[src/rtl/alu_issue_ctrl_pkg.sv]
`default_nettype none
// ============================================================================
// Module      : alu_issue_ctrl_pkg
// Description : Shared definitions for the LEGv8 ALU issue controller:
//               ALUControl codes, R-type opcode values (instruction bits
//               [31:21]), ALUOp encodings and the issue FSM state type.
// Ports       : none (package)
// Revision    : 1.0 - initial release
// ============================================================================
package alu_issue_ctrl_pkg;

    // ALUControl codes understood by the datapath ALU
    localparam logic [3:0] ALU_AND   = 4'b0000;
    localparam logic [3:0] ALU_ORR   = 4'b0001;
    localparam logic [3:0] ALU_ADD   = 4'b0010;
    localparam logic [3:0] ALU_SUB   = 4'b0110;
    localparam logic [3:0] ALU_PASSB = 4'b0111;

    // R-type opcodes, instruction bits [31:21]
    localparam logic [10:0] OP_ADD = 11'b10001011000;
    localparam logic [10:0] OP_SUB = 11'b11001011000;
    localparam logic [10:0] OP_AND = 11'b10001010000;
    localparam logic [10:0] OP_ORR = 11'b10101010000;

    // ALUOp encodings from the main decoder
    localparam logic [1:0] ALUOP_MEM   = 2'b00;
    localparam logic [1:0] ALUOP_CBZ   = 2'b01;
    localparam logic [1:0] ALUOP_RTYPE = 2'b10;

    typedef enum logic [1:0] {
        ST_IDLE = 2'b00,
        ST_EXEC = 2'b01,
        ST_RESP = 2'b10
    } state_t;

endpackage : alu_issue_ctrl_pkg
`default_nettype wire

[src/rtl/alu_op_decode.sv]
`default_nettype none
// ============================================================================
// Module      : alu_op_decode
// Description : Combinational ALUControl decoder. Maps ALUOp plus the R-type
//               opcode field to a 4-bit ALUControl code and flags opcodes
//               that cannot be decoded. Undecodable cases fall back to ADD
//               so the operation still executes.
// Ports       : opcode      in  11  instruction bits [31:21]
//               aluop       in  2   ALUOp from main decoder
//               alu_control out 4   ALUControl code
//               illegal     out 1   undecodable request
// Revision    : 1.0 - initial release
// ============================================================================
module alu_op_decode
    import alu_issue_ctrl_pkg::*;
(
    input  logic [10:0] opcode,
    input  logic [1:0]  aluop,
    output logic [3:0]  alu_control,
    output logic        illegal
);

    always_comb begin
        alu_control = ALU_ADD;
        illegal     = 1'b0;
        case (aluop)
            ALUOP_MEM: alu_control = ALU_ADD;
            ALUOP_CBZ: alu_control = ALU_PASSB;
            ALUOP_RTYPE: begin
                case (opcode)
                    OP_ADD:  alu_control = ALU_ADD;
                    OP_SUB:  alu_control = ALU_SUB;
                    OP_AND:  alu_control = ALU_AND;
                    OP_ORR:  alu_control = ALU_ORR;
                    default: illegal     = 1'b1;
                endcase
            end
            default: illegal = 1'b1;
        endcase
    end

endmodule : alu_op_decode
`default_nettype wire

[src/rtl/alu_issue_ctrl.sv]
`default_nettype none
// ============================================================================
// Module      : alu_issue_ctrl
// Description : Issue controller in front of the combinational LEGv8 ALU.
//               Accepts one request, registers operands and ALUControl onto
//               the ALU inputs, captures result/zero on the following edge
//               and holds them on a response handshake until consumed.
// Ports       : clk          in  1   clock, rising edge
//               reset        in  1   asynchronous active-low reset
//               req_valid    in  1   request present
//               req_ready    out 1   block can accept a request
//               req_opcode   in  11  instruction bits [31:21]
//               req_aluop    in  2   ALUOp
//               req_a/req_b  in  W   operands
//               alu_a/alu_b  out W   registered ALU operands
//               alu_control  out 4   registered ALUControl
//               alu_result   in  W   ALU result
//               alu_zero     in  1   ALU zero flag
//               rsp_valid    out 1   response present
//               rsp_ready    in  1   consumer accepts response
//               rsp_result   out W   captured result
//               rsp_zero     out 1   captured zero flag
//               rsp_illegal  out 1   request was undecodable
// Revision    : 1.0 - initial release
// ============================================================================
module alu_issue_ctrl
    import alu_issue_ctrl_pkg::*;
#(
    parameter int DATA_WIDTH = 64
) (
    input  logic                  clk,
    input  logic                  reset,
    input  logic                  req_valid,
    output logic                  req_ready,
    input  logic [10:0]           req_opcode,
    input  logic [1:0]            req_aluop,
    input  logic [DATA_WIDTH-1:0] req_a,
    input  logic [DATA_WIDTH-1:0] req_b,
    output logic [DATA_WIDTH-1:0] alu_a,
    output logic [DATA_WIDTH-1:0] alu_b,
    output logic [3:0]            alu_control,
    input  logic [DATA_WIDTH-1:0] alu_result,
    input  logic                  alu_zero,
    output logic                  rsp_valid,
    input  logic                  rsp_ready,
    output logic [DATA_WIDTH-1:0] rsp_result,
    output logic                  rsp_zero,
    output logic                  rsp_illegal
);

    state_t                r_state;
    logic                  r_req_ready;
    logic [DATA_WIDTH-1:0] r_alu_a;
    logic [DATA_WIDTH-1:0] r_alu_b;
    logic [3:0]            r_alu_control;
    logic                  r_rsp_valid;
    logic [DATA_WIDTH-1:0] r_rsp_result;
    logic                  r_rsp_zero;
    logic                  r_rsp_illegal;

    logic [3:0]            w_dec_control;
    logic                  w_dec_illegal;

    alu_op_decode u_decode (
        .opcode      (req_opcode),
        .aluop       (req_aluop),
        .alu_control (w_dec_control),
        .illegal     (w_dec_illegal)
    );

    // The ALU inputs are only loaded on acceptance, so they stay stable
    // through EXEC and keep their last values afterwards.
    always_ff @(posedge clk or negedge reset) begin
        if (!reset) begin
            r_state       <= ST_IDLE;
            r_req_ready   <= 1'b1;
            r_alu_a       <= '0;
            r_alu_b       <= '0;
            r_alu_control <= 4'b0000;
            r_rsp_valid   <= 1'b0;
            r_rsp_result  <= '0;
            r_rsp_zero    <= 1'b0;
            r_rsp_illegal <= 1'b0;
        end else begin
            case (r_state)
                ST_IDLE: begin
                    if (req_valid) begin
                        r_alu_a       <= req_a;
                        r_alu_b       <= req_b;
                        r_alu_control <= w_dec_control;
                        r_rsp_illegal <= w_dec_illegal;
                        r_req_ready   <= 1'b0;
                        r_state       <= ST_EXEC;
                    end
                end
                ST_EXEC: begin
                    r_rsp_result <= alu_result;
                    r_rsp_zero   <= alu_zero;
                    r_rsp_valid  <= 1'b1;
                    r_state      <= ST_RESP;
                end
                ST_RESP: begin
                    if (rsp_ready) begin
                        r_rsp_valid <= 1'b0;
                        r_req_ready <= 1'b1;
                        r_state     <= ST_IDLE;
                    end
                end
                default: begin
                    r_rsp_valid <= 1'b0;
                    r_req_ready <= 1'b1;
                    r_state     <= ST_IDLE;
                end
            endcase
        end
    end

    assign req_ready   = r_req_ready;
    assign alu_a       = r_alu_a;
    assign alu_b       = r_alu_b;
    assign alu_control = r_alu_control;
    assign rsp_valid   = r_rsp_valid;
    assign rsp_result  = r_rsp_result;
    assign rsp_zero    = r_rsp_zero;
    assign rsp_illegal = r_rsp_illegal;

endmodule : alu_issue_ctrl
`default_nettype wire
[config.mk]
export PLATFORM = sky130hd
export DESIGN_NAME = alu_issue_ctrl
export DESIGN_NICKNAME = d
export VERILOG_FILES = /design/src/rtl/alu_issue_ctrl_pkg.sv /design/src/rtl/alu_op_decode.sv /design/src/rtl/alu_issue_ctrl.sv
export SDC_FILE = /design/constraint.sdc
export NUM_CORES = 1
export LEC_CHECK = 0
export CAP_MARGIN = 20
export CORE_AREA = 2 2 162 164
export DETAILED_ROUTE_END_ITERATION = 10
export DIE_AREA = 0 0 164 166
export PLACE_DENSITY_LB_ADDON = 0.05
export SLEW_MARGIN = 20
export SYNTH_ARGS = -nofsm -noshare
export SYNTH_HDL_FRONTEND = slang
export SYNTH_SLANG_ARGS = --single-unit
[constraint.sdc]
create_clock -name clk -period 4.4 [get_ports clk]
set_input_delay 0.44 -clock clk [delete_from_list [all_inputs] [get_ports clk]]
set_output_delay 0.44 -clock clk [all_outputs]
set_load 0.01 [all_outputs]
==> flow_summary_export.csv <==
group,metric,value,unit
sta,final.setup_skew,7.82,ps
sta,rsz0062_at_grt,"false",
clock_tree,cts.clk_slew.worst_paths,60,ps
sta,whs,-6.68,ps
placed_design,portBuffers,408,
grt,antenna_found_initial,3,
route,routed_via_density,4.41,
setup_path,worst_r2r_startpoint,"r_state[1]$_DFFE_PN0P_",
clock_tree,h-tree-depth,1,
setup_path,rr_endpoint,"rsp_result[41]$_DFFE_PN0P_",
placed_design,dp_cells,1178,
synthesis,synth_area,0.00781,mm²
final_layout,multi_input_area,0.00255,mm²
synthesis,synth_warnings,0,
sta,slew_violations,0,
final_layout,fin_nets,1082,
clock_tree,cts_tree,"done",
setup_path,max_stage_delay,940,ps
clock_tree,cts_buffers,24,
route,drt_iter0_markers,166,
hold_path,hold_path_class,"in -> async",
grt,grt_overflow_total,0,
placed_design,hpwl,16900,µm
power,p_leak,5.31,nW
clock_tree,cts.sinks,201,
final_layout,nFillCells,2216,
route,dr.pass1.iters,4,
sta,finalCriticalPeriod,2380,ps
status,status,"finished with violations",
floorplanning,fp.dieArea,0.0272,mm²
synthesis,synth_cell_types,32,
synthesis,ys_ff_latch,201,
floorplanning,io_pins,410,
setup_path,path_cells,"and2b_2, buf_4, mux2_2",
sta,fmax,421,MHz
setup_path,critPathBufInv,1,
setup_path,crit_path_max_fanout,41,
setup_path,cp.depth,3,
sta,tightest_slew,1050,ps
setup_path,start_kind,"register",
clock_tree,cts_root_buf,"clkbuf_16",
floorplanning,core_area,0.0256,mm²
route,wl,22900,µm
setup_path,critPathKind,"reg -> reg",
route,drt-wirelength-per-cell,18.8,µm
setup_path,cp.required,4790,ps
final_layout,final-seq-area,0.00503,mm²
route,via_count,5380,
final_layout,area_growth,65.7,%
floorplanning,die_y,166,µm
clock_tree,clk_path_buf_depth,3,
synthesis,syn_inst,454,
grt,grt_pass1_wl,34200,µm
synthesis,synth_ff_type,"dfrtp_1",
setup_path,crit_family,"simple AND/OR/NAND/NOR gates",
placed_design,place_congestion,0.776,
status,violations,"hold timing",
power,p_per_area,732,mW/mm²
synthesis,async_reset_ff_frac,1.00,
sta,relSlewSlack,0.302,
route,antenna_left,0,
setup_path,cp.arrival,2770,ps
power,irDropWorstVdd,371,µV
setup_path,cp-startpoint,"r_state[1]$_DFFE_PN0P_",
setup_path,slowest_stage,"and2b_2",
sta,fin_tns_setup,0,ps
clock_tree,postCtsSetupBuffers,0,
clock_tree,hold_buffers,0,
grt,grt_max_degree,126,
floorplanning,rows,59,
route,drcViolationCount,0,
synthesis,avgSynthCellArea,17.2,µm²
setup_path,worst_r2r_path_depth,3,
grt,grt_pass1_vias,5912,
sta,finalCritPeriodShare,0.540,
sta,hold_violations,1,
synthesis,synth_edf_count,0,
final_layout,drive_gt1_frac,0.269,
synthesis,synth_seq_area_share,0.644,
grt,grtUsageTotal,0.163,
clock_tree,cts_resized,0,
sta,setup_viol,0,
final_layout,fin_cells,1221,
setup_path,end_kind,"register",
floorplanning,die-width,164,µm
flow_run,max-cap-violations,0,
setup_path,r2r_slack,2020,ps
synthesis,synthesis.nets,667,
setup_path,crit_end,"rsp_result[41]$_DFFE_PN0P_",
clock_tree,clkLatencyLatePin,500,ps
floorplanning,start_util,0.305,
flip-flops by register name, summed over array words and instances, names as in the netlist:
name	flops
alu_b	64
rsp_zero	1
rsp_illegal	1
r_state	2
alu_a	64
rsp_result	64
rsp_valid	1
alu_control	3
req_ready	1
routing by layer:
metal | vias up | track usage | routed length [µm]
met2 | 264 | 0.295 | 11600
met1 | 2618 | 0.172 | 8080
met3 | 45 | 0.0602 | 2350
li1 | 2451 | - | -
met4 | 2 | 0.0587 | 854
met5 | - | 0 | 13
stage by stage:
stage | hold WS (ps) | area (µm²) | setup slack, ps | util | power [mW]
after floorplan | 144 | 7810 | 2940 | - | 5.16
final | -6.68 | 12900 | 2020 | 0.505 | 9.47
after detailed placement | 480 | 12200 | 2010 | 0.475 | 7.65
after CTS | 122 | 12900 | 2010 | 0.505 | 9.65
after global placement | 480 | 12200 | 2070 | 0.475 | 7.56
after global routing | 94.2 | 12900 | 1890 | 0.505 | 10.0
logic make-up (layout without fill, tap and decap cells):
| group | after synthesis | after routing | share of synthesized area |
|---|---|---|---|
| AOI/OAI and AO/OA | 12 | 12 | 0.0114 |
| adders and majority gates | 3 | 3 | 0.00481 |
| buffers and inverters | 27 | 457 | 0.0301 |
| DFF | 201 | 201 | 0.644 |
| muxes | 194 | 194 | 0.295 |
| other | 1 | 3 | 0.000480 |
| and+or+nand+nor | 16 | 16 | 0.0139 |
how the worst min path moves through the flow:
stage | start | cells past startpoint | to
2_1_floorplan | reset | 0 | alu_a[0]$_DFFE_PN0P_
3_3_place_gp | rsp_valid$_DFFE_PN0P_ | 1 | rsp_valid$_DFFE_PN0P_
3_5_place_dp | rsp_valid$_DFFE_PN0P_ | 1 | rsp_valid$_DFFE_PN0P_
4_1_cts | reset | 1 | alu_b[42]$_DFFE_PN0P_
5_1_grt | reset | 1 | alu_b[42]$_DFFE_PN0P_
6_report | reset | 1 | alu_b[42]$_DFFE_PN0P_
Yosys cell counts, drive strengths merged (2+ instances only):
cell	instances	area [µm²]
a31oi	3	18.8
and4b	2	20.0
buf	23	220
dfrtp	200	5000
ha	3	37.5
inv	4	15.0
mux2	194	2300
nor2	4	15.0
o22ai	2	12.5
worst register-to-register path: stages (launching register included):
cell and delay, ps:
dfrtp_1 440, and2b_2 940, buf_4 490, mux2_2 400
power breakdown:
| part | internal, mW | leakage [nW] | total, mW | switching (mW) |
|---|---|---|---|---|
| Clock | 1.19 | 0.384 | 1.93 | 0.739 |
| Combinational | 2.70 | 2.58 | 4.26 | 1.55 |
| Sequential | 2.80 | 2.35 | 3.29 | 0.489 |
area by class of cell:
class                   instances  share of cell area
flip-flops and latches        201               0.389
repair buffers                412               0.320
multi-input cells             226               0.197
clock buffers                  37              0.0565
well taps                     335              0.0324
clock inverters                 4             0.00348
inverters                       4             0.00116
diodes                          2            0.000387
cells in the final DEF (no fill, tap or decap), types with 2 or more instances in the layout:
cell type and n:
clkbuf_16 25, mux2_4 32, inv_1 4, nor2_1 4
buf_12 2, ha_1 3, clkbuf_8 6, clkbuf_1 6
clkdlybuf4s50_1 407, diode_2 2, and4b_1 2, buf_4 2
mux2_2 162, a31oi_1 3, clkinv_2 3, dfrtp_1 200
o22ai_1 2
(Power assumes the default switching activity.)
